<file path="config.mk">
export PLATFORM = sky130hd
export DESIGN_NAME = gather_writeback_collector
export DESIGN_NICKNAME = d
export VERILOG_FILES = /design/src/rtl/gather_writeback_collector.sv
export SDC_FILE = /design/constraint.sdc
export NUM_CORES = 2
export LEC_CHECK = 0
export CORE_UTILIZATION = 55
export DETAILED_ROUTE_END_ITERATION = 6
export GPL_TIMING_DRIVEN = 0
export PLACE_DENSITY = 0.86
export SYNTH_ARGS = -nofsm -noshare
export SYNTH_HDL_FRONTEND = slang
export SYNTH_SLANG_ARGS = --single-unit
export TNS_END_PERCENT = 30
</file>
<file path="constraint.sdc">
create_clock -name clk -period 2.9 [get_ports clk]
set_input_delay 0.58 -clock clk [delete_from_list [all_inputs] [get_ports clk]]
set_output_delay 0.58 -clock clk [all_outputs]
set_load 0.01 [all_outputs]
</file>
<file path="src/rtl/gather_writeback_collector.sv">
// Gather-load writeback collector: buffers per-lane results arriving in any order
// and issues one masked vector writeback. Optional lane error reporting: GATHER_LANE_CHECK_EN.
module gather_wb_lane #(
  parameter int W = 32
) (
  input  logic         clk,
  input  logic         reset,
  input  logic         clr_i,
  input  logic         we_i,
  input  logic [W-1:0] d_i,
  input  logic         wb_ld_i,
  output logic [W-1:0] wb_o
);
  logic [W-1:0] buf_q, buf_d, wb_q;

  always_comb begin
    buf_d = buf_q;
    if (clr_i)     buf_d = '0;
    else if (we_i) buf_d = d_i;
  end

  // Writeback copy loads from buf_d so the lane landing on the completing edge is included
  always_ff @(posedge clk or negedge reset) begin
    if (!reset) begin
      buf_q <= '0;
      wb_q  <= '0;
    end else begin
      buf_q <= buf_d;
      if (wb_ld_i) wb_q <= buf_d;
    end
  end

  assign wb_o = wb_q;
endmodule

module gather_writeback_collector #(
  parameter int LANES         = 16,
  parameter int LANE_WIDTH    = 32,
  parameter int REG_IDX_WIDTH = 7,
  localparam int IW           = $clog2(LANES)
) (
  input  logic                        clk,
  input  logic                        reset,
  input  logic                        start_valid,
  output logic                        start_ready,
  input  logic [REG_IDX_WIDTH-1:0]    start_reg,
  input  logic [LANES-1:0]            start_mask,
  input  logic                        lane_valid,
  output logic                        lane_ready,
  input  logic [IW-1:0]               lane_idx,
  input  logic [LANE_WIDTH-1:0]       lane_value,
  input  logic                        abort,
  output logic                        busy,
`ifdef GATHER_LANE_CHECK_EN
  output logic                        lane_error,
  output logic [IW-1:0]               error_lane_idx,
`endif
  output logic [REG_IDX_WIDTH-1:0]    wb_writeback_reg,
  output logic [LANES*LANE_WIDTH-1:0] wb_writeback_value,
  output logic [LANES-1:0]            wb_writeback_mask,
  output logic                        wb_enable_vector_writeback
);
  typedef enum logic [1:0] {S_IDLE, S_COLLECT, S_WB} state_t;

  state_t                       state_q, state_d;
  logic [REG_IDX_WIDTH-1:0]     reg_q, reg_d, wb_reg_q;
  logic [LANES-1:0]             mask_q, mask_d, pend_q, pend_d, wb_mask_q;
  logic                         start_ready_q, lane_ready_q, busy_q, wb_en_q;
  logic                         buf_clr, lane_hit, accept;
  logic [LANES-1:0]             lane_we;
  logic [LANES-1:0][LANE_WIDTH-1:0] wb_val;

  assign accept = lane_ready_q && lane_valid;

  always_comb begin
    state_d  = state_q;
    reg_d    = reg_q;
    mask_d   = mask_q;
    pend_d   = pend_q;
    buf_clr  = 1'b0;
    lane_hit = 1'b0;
    lane_we  = '0;
    case (state_q)
      S_IDLE: begin
        if (start_valid) begin
          reg_d   = start_reg;
          mask_d  = start_mask;
          pend_d  = start_mask;
          buf_clr = 1'b1;
          if (start_mask != '0) state_d = S_COLLECT;
        end
      end
      S_COLLECT: begin
        if (abort) begin
          state_d = S_IDLE;
        end else if (accept && mask_q[lane_idx]) begin
          lane_hit         = 1'b1;
          lane_we[lane_idx] = 1'b1;
          pend_d[lane_idx] = 1'b0;
          if (pend_d == '0) state_d = S_WB;
        end
      end
      S_WB:    state_d = S_IDLE;
      default: state_d = S_IDLE;
    endcase
  end

  genvar g;
  generate
    for (g = 0; g < LANES; g++) begin : g_lane
      gather_wb_lane #(.W(LANE_WIDTH)) u_lane (
        .clk     (clk),
        .reset   (reset),
        .clr_i   (buf_clr),
        .we_i    (lane_we[g]),
        .d_i     (lane_value),
        .wb_ld_i (state_d == S_WB),
        .wb_o    (wb_val[g])
      );
    end
  endgenerate

  always_ff @(posedge clk or negedge reset) begin
    if (!reset) begin
      state_q       <= S_IDLE;
      reg_q         <= '0;
      mask_q        <= '0;
      pend_q        <= '0;
      start_ready_q <= 1'b1;
      lane_ready_q  <= 1'b0;
      busy_q        <= 1'b0;
      wb_en_q       <= 1'b0;
      wb_reg_q      <= '0;
      wb_mask_q     <= '0;
    end else begin
      state_q       <= state_d;
      reg_q         <= reg_d;
      mask_q        <= mask_d;
      pend_q        <= pend_d;
      start_ready_q <= (state_d == S_IDLE);
      lane_ready_q  <= (state_d == S_COLLECT);
      busy_q        <= (state_d != S_IDLE);
      wb_en_q       <= (state_d == S_WB);
      if (state_d == S_WB) begin
        wb_reg_q  <= reg_q;
        wb_mask_q <= mask_q;
      end
    end
  end

`ifdef GATHER_LANE_CHECK_EN
  logic          lane_err_q;
  logic [IW-1:0] err_idx_q;
  logic          lane_bad;

  assign lane_bad = accept && !abort && !(mask_q[lane_idx] && pend_q[lane_idx]);

  always_ff @(posedge clk or negedge reset) begin
    if (!reset) begin
      lane_err_q <= 1'b0;
      err_idx_q  <= '0;
    end else begin
      lane_err_q <= lane_bad;
      if (lane_bad) err_idx_q <= lane_idx;
    end
  end

  assign lane_error     = lane_err_q;
  assign error_lane_idx = err_idx_q;
`endif

  assign start_ready                = start_ready_q;
  assign lane_ready                 = lane_ready_q;
  assign busy                       = busy_q;
  assign wb_enable_vector_writeback = wb_en_q;
  assign wb_writeback_reg           = wb_reg_q;
  assign wb_writeback_mask          = wb_mask_q;
  assign wb_writeback_value         = wb_val;
endmodule

</file>
==> Word-level counts from Yosys, hierarchy flattened <==
Cells that the tools add are included.
{ "classes": {"order_cmp": 2, "eq_ne": 6, "muxes": 51, "bitwise": 2, "reduce_logical": 11} }
{ "op_table": {"columns": ["op", "n"], "rows": [
  ["$mux 32", 32],
  ["$mux 16", 6],
  ["$pmux 16 s2", 1],
  ["$and 16x16->16", 1],
  ["$logic_not 16->1", 1],
  ["$not 16->16", 1],
  ["$reduce_bool 16->1", 1],
  ["$mux 2", 5],
  ["$ne 2x2->1 const B", 3],
  ["$lt 4x5->1 const B", 1],
  ["$bmux 1 s4", 1],
  ["$demux 1 s4", 1],
  ["$eq 2x1->1 const B", 2],
  ["$ge 4x1->1 const B", 1],
  ["$logic_not 2->1", 2],
  ["$mux 1", 4],
  ["$pmux 2 s2", 1],
  ["$reduce_and 4->1", 1],
  ["$reduce_bool 2->1", 2],
  ["$logic_and 1x1->1", 3],
  ["$eq 2x2->1 const B", 1],
  ["$reduce_and 2->1", 1]
]} }
{ "totals": {"register_bits": 1092, "inputBits": 64, "out_inout_bits": 539, "elab_cells": 114} }

==> Logic depth before layout (Yosys ltp) <==
{ "depth": {"depth_word": 12, "ltp_mapped": 11} }

==> By module <==
From an unflattened synthesis, not the netlist that was laid out.
{ "unflattened": {"hier_cells": 3600, "hier_area_um2": 43037.5} }
{ "by_module_without_submodules": {"columns": ["module", "instances", "cells_per_inst", "area_each_um2"], "rows": [
  ["gather_wb_lane", 16, 208, 2482.4],
  ["gather_writeback_collector", 1, 272, 3319.4]
]} }

==> Worst setup path after synthesis <==
OpenSTA, ideal clock, no wires.
{ "synth_timing": {"kind": "in2reg", "start": "input lane_idx[1]", "end": "register g_lane[3].u_lane.wb_q[21]", "setup_ns": 0.128, "arrival_ns": 2.957, "t_required_ns": 2.772, "slack_ns": -0.185, "path_stages": 11, "n_path_buf": 5, "path_cell_list": "buf_4 > mux2i_1 > mux4_2 > buf_2 > o32a_4 > nor4_4 > nand2_1 > buf_6 > buf_6 > buf_6 > mux2_1"} }
{ "synth_between": {"elab_chain_cells": 12, "word_cells_on_any_way": 21, "classes_between": "order compare (2); eq/ne (1); mux (13); bitwise (2); reduce/logical (3)"} }
{ "synth_lines": {"columns": ["item", "line_no", "rtl"], "rows": [
  ["from (decl)", "50", "input logic [IW-1:0] lane_idx,"],
  ["$lt 4x5->1 (implied by the code) or $ge 4x1->1 (tied branches)", "98, 99", null],
  ["$logic_and 1x1->1 (implied by the code)", "98, 99", null],
  ["$mux 1 (implied by the code)", "98, 99", null],
  ["$demux 1 s4", "98, 99", null],
  ["$not 16->16 (no source line)", null, null],
  ["$and 16x16->16 (no source line)", null, null],
  ["$logic_not 16->1", "100", "if (pend_d == '0) state_d = S_WB;"],
  ["$mux 2", "100", null],
  ["$mux 2", "96", "end else if (accept && mask_q[lane_idx]) begin"],
  ["$mux 2", "94", "if (abort) begin"],
  ["$pmux 2 s2", "83", "case (state_q)"],
  ["$eq 2x2->1", "117", ".wb_ld_i (state_d == S_WB),"],
  ["to (signal assigned)", "29", "if (wb_ld_i) wb_q <= buf_d;"],
  ["to (decl)", "14", "logic [W-1:0] buf_q, buf_d, wb_q;"]
]} }
Parallel ways exist; a longest one is shown, timed or not. The select of a mux whose other input is x is not followed.
A chain may end at the register's enable or synchronous reset.

==> Worst setup path after layout <==
{ "layout_timing": {"start": "input lane_idx[1]", "end": "register g_lane[2].u_lane.wb_q[25]"} }
{ "layout_between": {"word_cells_on_any_way": 21, "classes_between": "order compare (2); eq/ne (1); mux (13); bitwise (2); reduce/logical (3)"} }
{ "layout_lines": {"columns": ["item", "line_no", "rtl"], "rows": [
  ["$lt 4x5->1 (implied by the code) or $ge 4x1->1 (tied branches)", "98", "lane_we[lane_idx] = 1'b1;"],
  ["$logic_and 1x1->1 (implied by the code)", "98", null],
  ["$mux 1 (implied by the code)", "98", null],
  ["$demux 1 s4", "98", null],
  ["$mux 16 *", "96", null],
  ["$mux 16 *", "94", null],
  ["$mux 16 *", "83", null],
  ["$mux 32 *", "19", "else if (we_i) buf_d = d_i;"],
  ["$mux 32 *", "18", "if (clr_i) buf_d = '0;"],
  ["net g_lane[2].u_lane.buf_d[25]", "14", null],
  ["to (signal assigned)", "29", null],
  ["to (decl)", "14", null]
]} }
The timed path passes the listed nets; every way through them passes the cells marked *. The select of a mux whose other input is x is not followed.

==> summary by stage <==
Status
The run finished, with violations left. The final reports fail on capacitance limit, slew limit, setup timing.

Worst setup path
The highest net fanout along the worst path is 10. Data arrives at the worst endpoint at 3.60 ns. The largest single stage delay on the critical path is roughly 0.57 ns. The worst path buffer plus inverter count is 5. Walking the worst path, the cells encountered are clkdlybuf4s15_2 -> buf_8 -> clkbuf_2 -> mux2_2 -> mux4_2 -> nand4_1 -> buf_12 -> clkbuf_1 -> nand2_1 -> a21oi_1 -> mux2_2. The data required time of the critical path is about 3.5 ns.

The worst-path cell with the longest stage delay is sky130_fd_sc_hd__mux4_2. On the critical path the largest part of the delay comes from buffers and inverters. The kind of start point of the critical path is an input port. The most numerous cell type found on the critical path is sky130_fd_sc_hd__mux2_2. The endpoint type of the worst setup path is a flip-flop. The worst setup path is of the in2reg kind.

STA
The fraction of the cycle the final worst path needs is 102%. The final setup slack of the worst path is -0.0703 ns. The max-slew violation count came to 34. The final-report hold violation count is 0. The highest clock rate is 337 MHz.

At the pin with the least slew margin, the transition time is 1.65 ns. The remaining max-slew budget at the tightest pin is -9.90%. The worst setup skew after layout is around 0.05 ns.

Subtracting the final worst setup slack from the clock period gives 2.97 ns. Setup repair after global routing could not meet its margin everywhere. Final hold analysis gives a worst-case slack of 0.375 ns. The final-report setup violation count is 4.

Pwr
The design draws 0.0321 W. The fraction of power spent switching nets is 24.1%. The design internal power is 0.0244 W. The peak ir drop on the vdd network is 572 uV. The static leakage power is 25.8 nW. Combinational logic burns under 10% of the power.

The fraction of power consumed by sequential logic is between 40% and 50%. Summed over all nets, the switching power comes to 0.00773 W. The clock network accounts for 46.2% of the total power. The areal power density over the cells is 583 nW/um2.

GRT
The total global routing overflow is 0. The number of antenna violations at the first check in global routing is 4. Entering global routing, the biggest net connects between 150 and 200 pins.

The number of global-route vias before repair is between 30000 and 40000. For this run, the total global-route usage over all layers was measured as a little under two fifths. The first global-routing pass estimated 215000 um of wire.

Floorplanning
Once the floorplan was initialized, standard cells occupied 55.6% of the core. The I/O pin count is 603. The die span in x is 282 um. The die is 282 um tall.

The floorplan core area is 77500 um2. The floorplan row count is 102. The floorplan step defined a die boundary enclosing 79400 um2.

Job
The reported max-cap violation count is 3.

Synthesis
The netlist area before placement is 43000 um2. Synthesis inferred 1092 register bits. Counting flops with a built-in enable in the synthesized netlist gives 0.

The average cell area after synthesis is 11.7 um2. In this run the biggest area consumer among cell types represents a little under two thirds of the synthesized area. The number of distinct library cell variants in the gate-level netlist after synthesis is 42.

Of all flip-flops after synthesis, the portion carrying an async set or reset was 100%. The commonest register cell after synthesis is sky130_fd_sc_hd__dfrtp_1. Yosys attributes the largest share of cell area to sky130_fd_sc_hd__dfrtp_1 (63%), sky130_fd_sc_hd__mux2_2 (10%), sky130_fd_sc_hd__nand2_1 (9.2%), sky130_fd_sc_hd__a21oi_1 (5.8%), sky130_fd_sc_hd__mux2_4 (5.1%). In the synthesized netlist, the number of instances is roughly 3700.

The biggest area contributor in the post-synthesis netlist is sky130_fd_sc_hd__dfrtp_1. The number of nets in the synthesized netlist is 3734. During synthesis, Yosys emitted a total of 0 warnings. The share of the Yosys chip area taken by registers is 63.5%.

Clock network
The H-tree depth is 3. Clock-pin slew was measured on the worst setup and hold paths at 0.07 ns. The maximum clock insertion buffer count is 3.

The worst-skew pair later-pin latency is 0.69 ns. Counting the buffers created by CTS gives 108. CTS placed an instance of sky130_fd_sc_hd__clkbuf_16 at the clock tree root. The CTS tree is yes.

Counting every sink on the clock net gives 1092.

Cells and area
The share of layout cells above drive strength 1 is between 20% and 30%. The layout overhead on the synthesized area is 27.9%. The number of nets at the end of the flow is around 4500.

Drt
The final layout contains routed wiring with a total length of 149000 um. The violation count after the first detailed-routing iteration is slightly below 3000. In this run the remaining antenna-violating nets after routing total 0.

The post-route DRC violation count is 0. The detailed-route wire length per cell is between 20 and 30 um. The number of vias in the routed layout is around 33000. The first detailed-routing pass ran for 6 iterations. After detailed routing, the number of vias per cell comes to between 5 and 6.

Hold path
The type of the tightest min-delay check is in2reg.

Place
The post-detailed-placement half-perimeter wirelength is 98300 um. At the end of routability-driven placement, the weighted congestion stood at 0.899. The number of buffers added on ports is 569. OpenSTA, run right after detailed placement, puts the worst setup slack at -1.84 ns.
[synthesized netlist by cell type, types with 7 or more instances]
cell type	instances
sky130_fd_sc_hd__or2_2	7
sky130_fd_sc_hd__mux2_4	145
sky130_fd_sc_hd__mux2i_1	37
sky130_fd_sc_hd__nand4_1	10
sky130_fd_sc_hd__nand2b_1	8
sky130_fd_sc_hd__dfrtp_1	1091
sky130_fd_sc_hd__o21ai_0	18
sky130_fd_sc_hd__a21oi_1	500
sky130_fd_sc_hd__mux2_2	393
sky130_fd_sc_hd__buf_2	41
sky130_fd_sc_hd__clkbuf_1	216
sky130_fd_sc_hd__buf_6	18
sky130_fd_sc_hd__nor2_1	52
sky130_fd_sc_hd__nor4_1	11
sky130_fd_sc_hd__buf_1	22
sky130_fd_sc_hd__nand2_1	1052
[layer usage]
layer / vias to the layer above / wire length (um) / GRT usage [%]
met4: 0 / 11600 / 25.0
met1: 16800 / 52400 / 44.2
met3: 622 / 16900 / 12.3
met2: 2118 / 68300 / 57.8
met5: - / 0 / 0
li1: 13600 / - / -
[placed cells by master (no fill, tap or decap), types with 7 or more instances in the layout]
master	netlist	final
sky130_fd_sc_hd__clkbuf_1	216	161
sky130_fd_sc_hd__clkbuf_2	0	68
sky130_fd_sc_hd__dfrtp_1	1091	1091
sky130_fd_sc_hd__buf_1	22	20
sky130_fd_sc_hd__buf_12	0	14
sky130_fd_sc_hd__mux2i_1	37	37
sky130_fd_sc_hd__clkbuf_8	0	19
sky130_fd_sc_hd__or2_2	7	7
sky130_fd_sc_hd__clkdlybuf4s50_1	0	565
sky130_fd_sc_hd__bufinv_16	0	13
sky130_fd_sc_hd__buf_2	41	24
sky130_fd_sc_hd__o21ai_0	18	18
sky130_fd_sc_hd__buf_4	1	43
sky130_fd_sc_hd__clkbuf_16	0	112
sky130_fd_sc_hd__a21oi_1	500	496
sky130_fd_sc_hd__buf_16	0	12
sky130_fd_sc_hd__buf_8	0	10
sky130_fd_sc_hd__nor2_2	0	7
sky130_fd_sc_hd__nand4_1	10	10
sky130_fd_sc_hd__nand2_1	1052	1050
sky130_fd_sc_hd__clkinv_2	0	25
sky130_fd_sc_hd__nor2_1	52	44
sky130_fd_sc_hd__mux2_4	145	149
sky130_fd_sc_hd__mux2_2	393	393
[cells by family after synthesis]
family / Yosys count / synth area share [%]
multiplexers: 584 / 16.5
flip-flops: 1092 / 63.5
buffers and inverters: 299 / 3.05
AND/OR/NAND/NOR: 1166 / 10.7
AO/OA/AOI/OAI: 529 / 6.25
[final timing paths]
path | startpoint | end | slack (ns) | depth (start not counted)
hold / removal | lane_value[3] | g_lane[1].u_lane.buf_q[3]$_DFF_PN0_ | 0.37 | 3
max in group asynchronous | reset | g_lane[15].u_lane.wb_o[10]$_DFFE_PN0N_ | 0.25 | 5
hold reg to reg | reg_q[3]$_DFFE_PN0P_ | reg_q[3]$_DFFE_PN0P_ | 0.48 | 2
min in group asynchronous | reset | start_ready$_DFF_PN1_ | 0.54 | 2
setup / recovery | lane_idx[1] | g_lane[2].u_lane.wb_o[25]$_DFFE_PN0N_ | -0.07 | 11
setup reg to reg | state_q[1]$_DFF_PN0_ | g_lane[2].u_lane.wb_o[27]$_DFFE_PN0N_ | 0 | 7
[cell type report]
type	count	area [um2]
multi-input cells	2279	14600
fillers	4936	22400
clock buffers	146	3040
flip-flops and latches	1092	27300
diodes	4	10.0
inverters	1	3.75
repair buffers	619	6400
well taps	1040	1300
clock inverters	56	742
plain buffers	295	1630
[timing repair]
action / CTS / global route
hold endpoints to repair: 128 / 60
cloned: 0 / 3
setup endpoints to repair: 1071 / 548
resized for setup: 93 / 101
setup buffers: 24 / 5
pin swaps: 5 / 4
[power by group through the flow]
stage	logic, W	clock network (W)	registers, W
after floorplan	0.000671	0	0.0158
after global routing	0.00186	0.0155	0.0155
after CTS	0.00169	0.0149	0.0155
after global placement	0.00141	0	0.0159
final	0.00175	0.0149	0.0155
after detailed placement	0.00157	0	0.0158
[worst min-delay path, delay by kind of cell]
family | cells | cell delay, ns
AO/OA/AOI/OAI | 1 | 0.08
buffers and inverters | 1 | 0.23
AND/OR/NAND/NOR | 1 | 0.12
[stage by stage]
| stage | TNS, ns | utilization (%) | cell area [um2] | std cells |
|---|---|---|---|---|
| floorplan | -0.537 | - | 43200 | 3670 |
| global placement | - | 64.7 | 50100 | 5279 |
| detailed placement | -1558.03 | 65.1 | 50500 | 5293 |
| CTS | -12.67 | 70.7 | 54800 | 5518 |
| global route | -2.58 | 71.1 | 55100 | 5528 |
| finish | -0.194 | 71.1 | 55100 | 5532 |
Power figures use the tool's default switching activity.
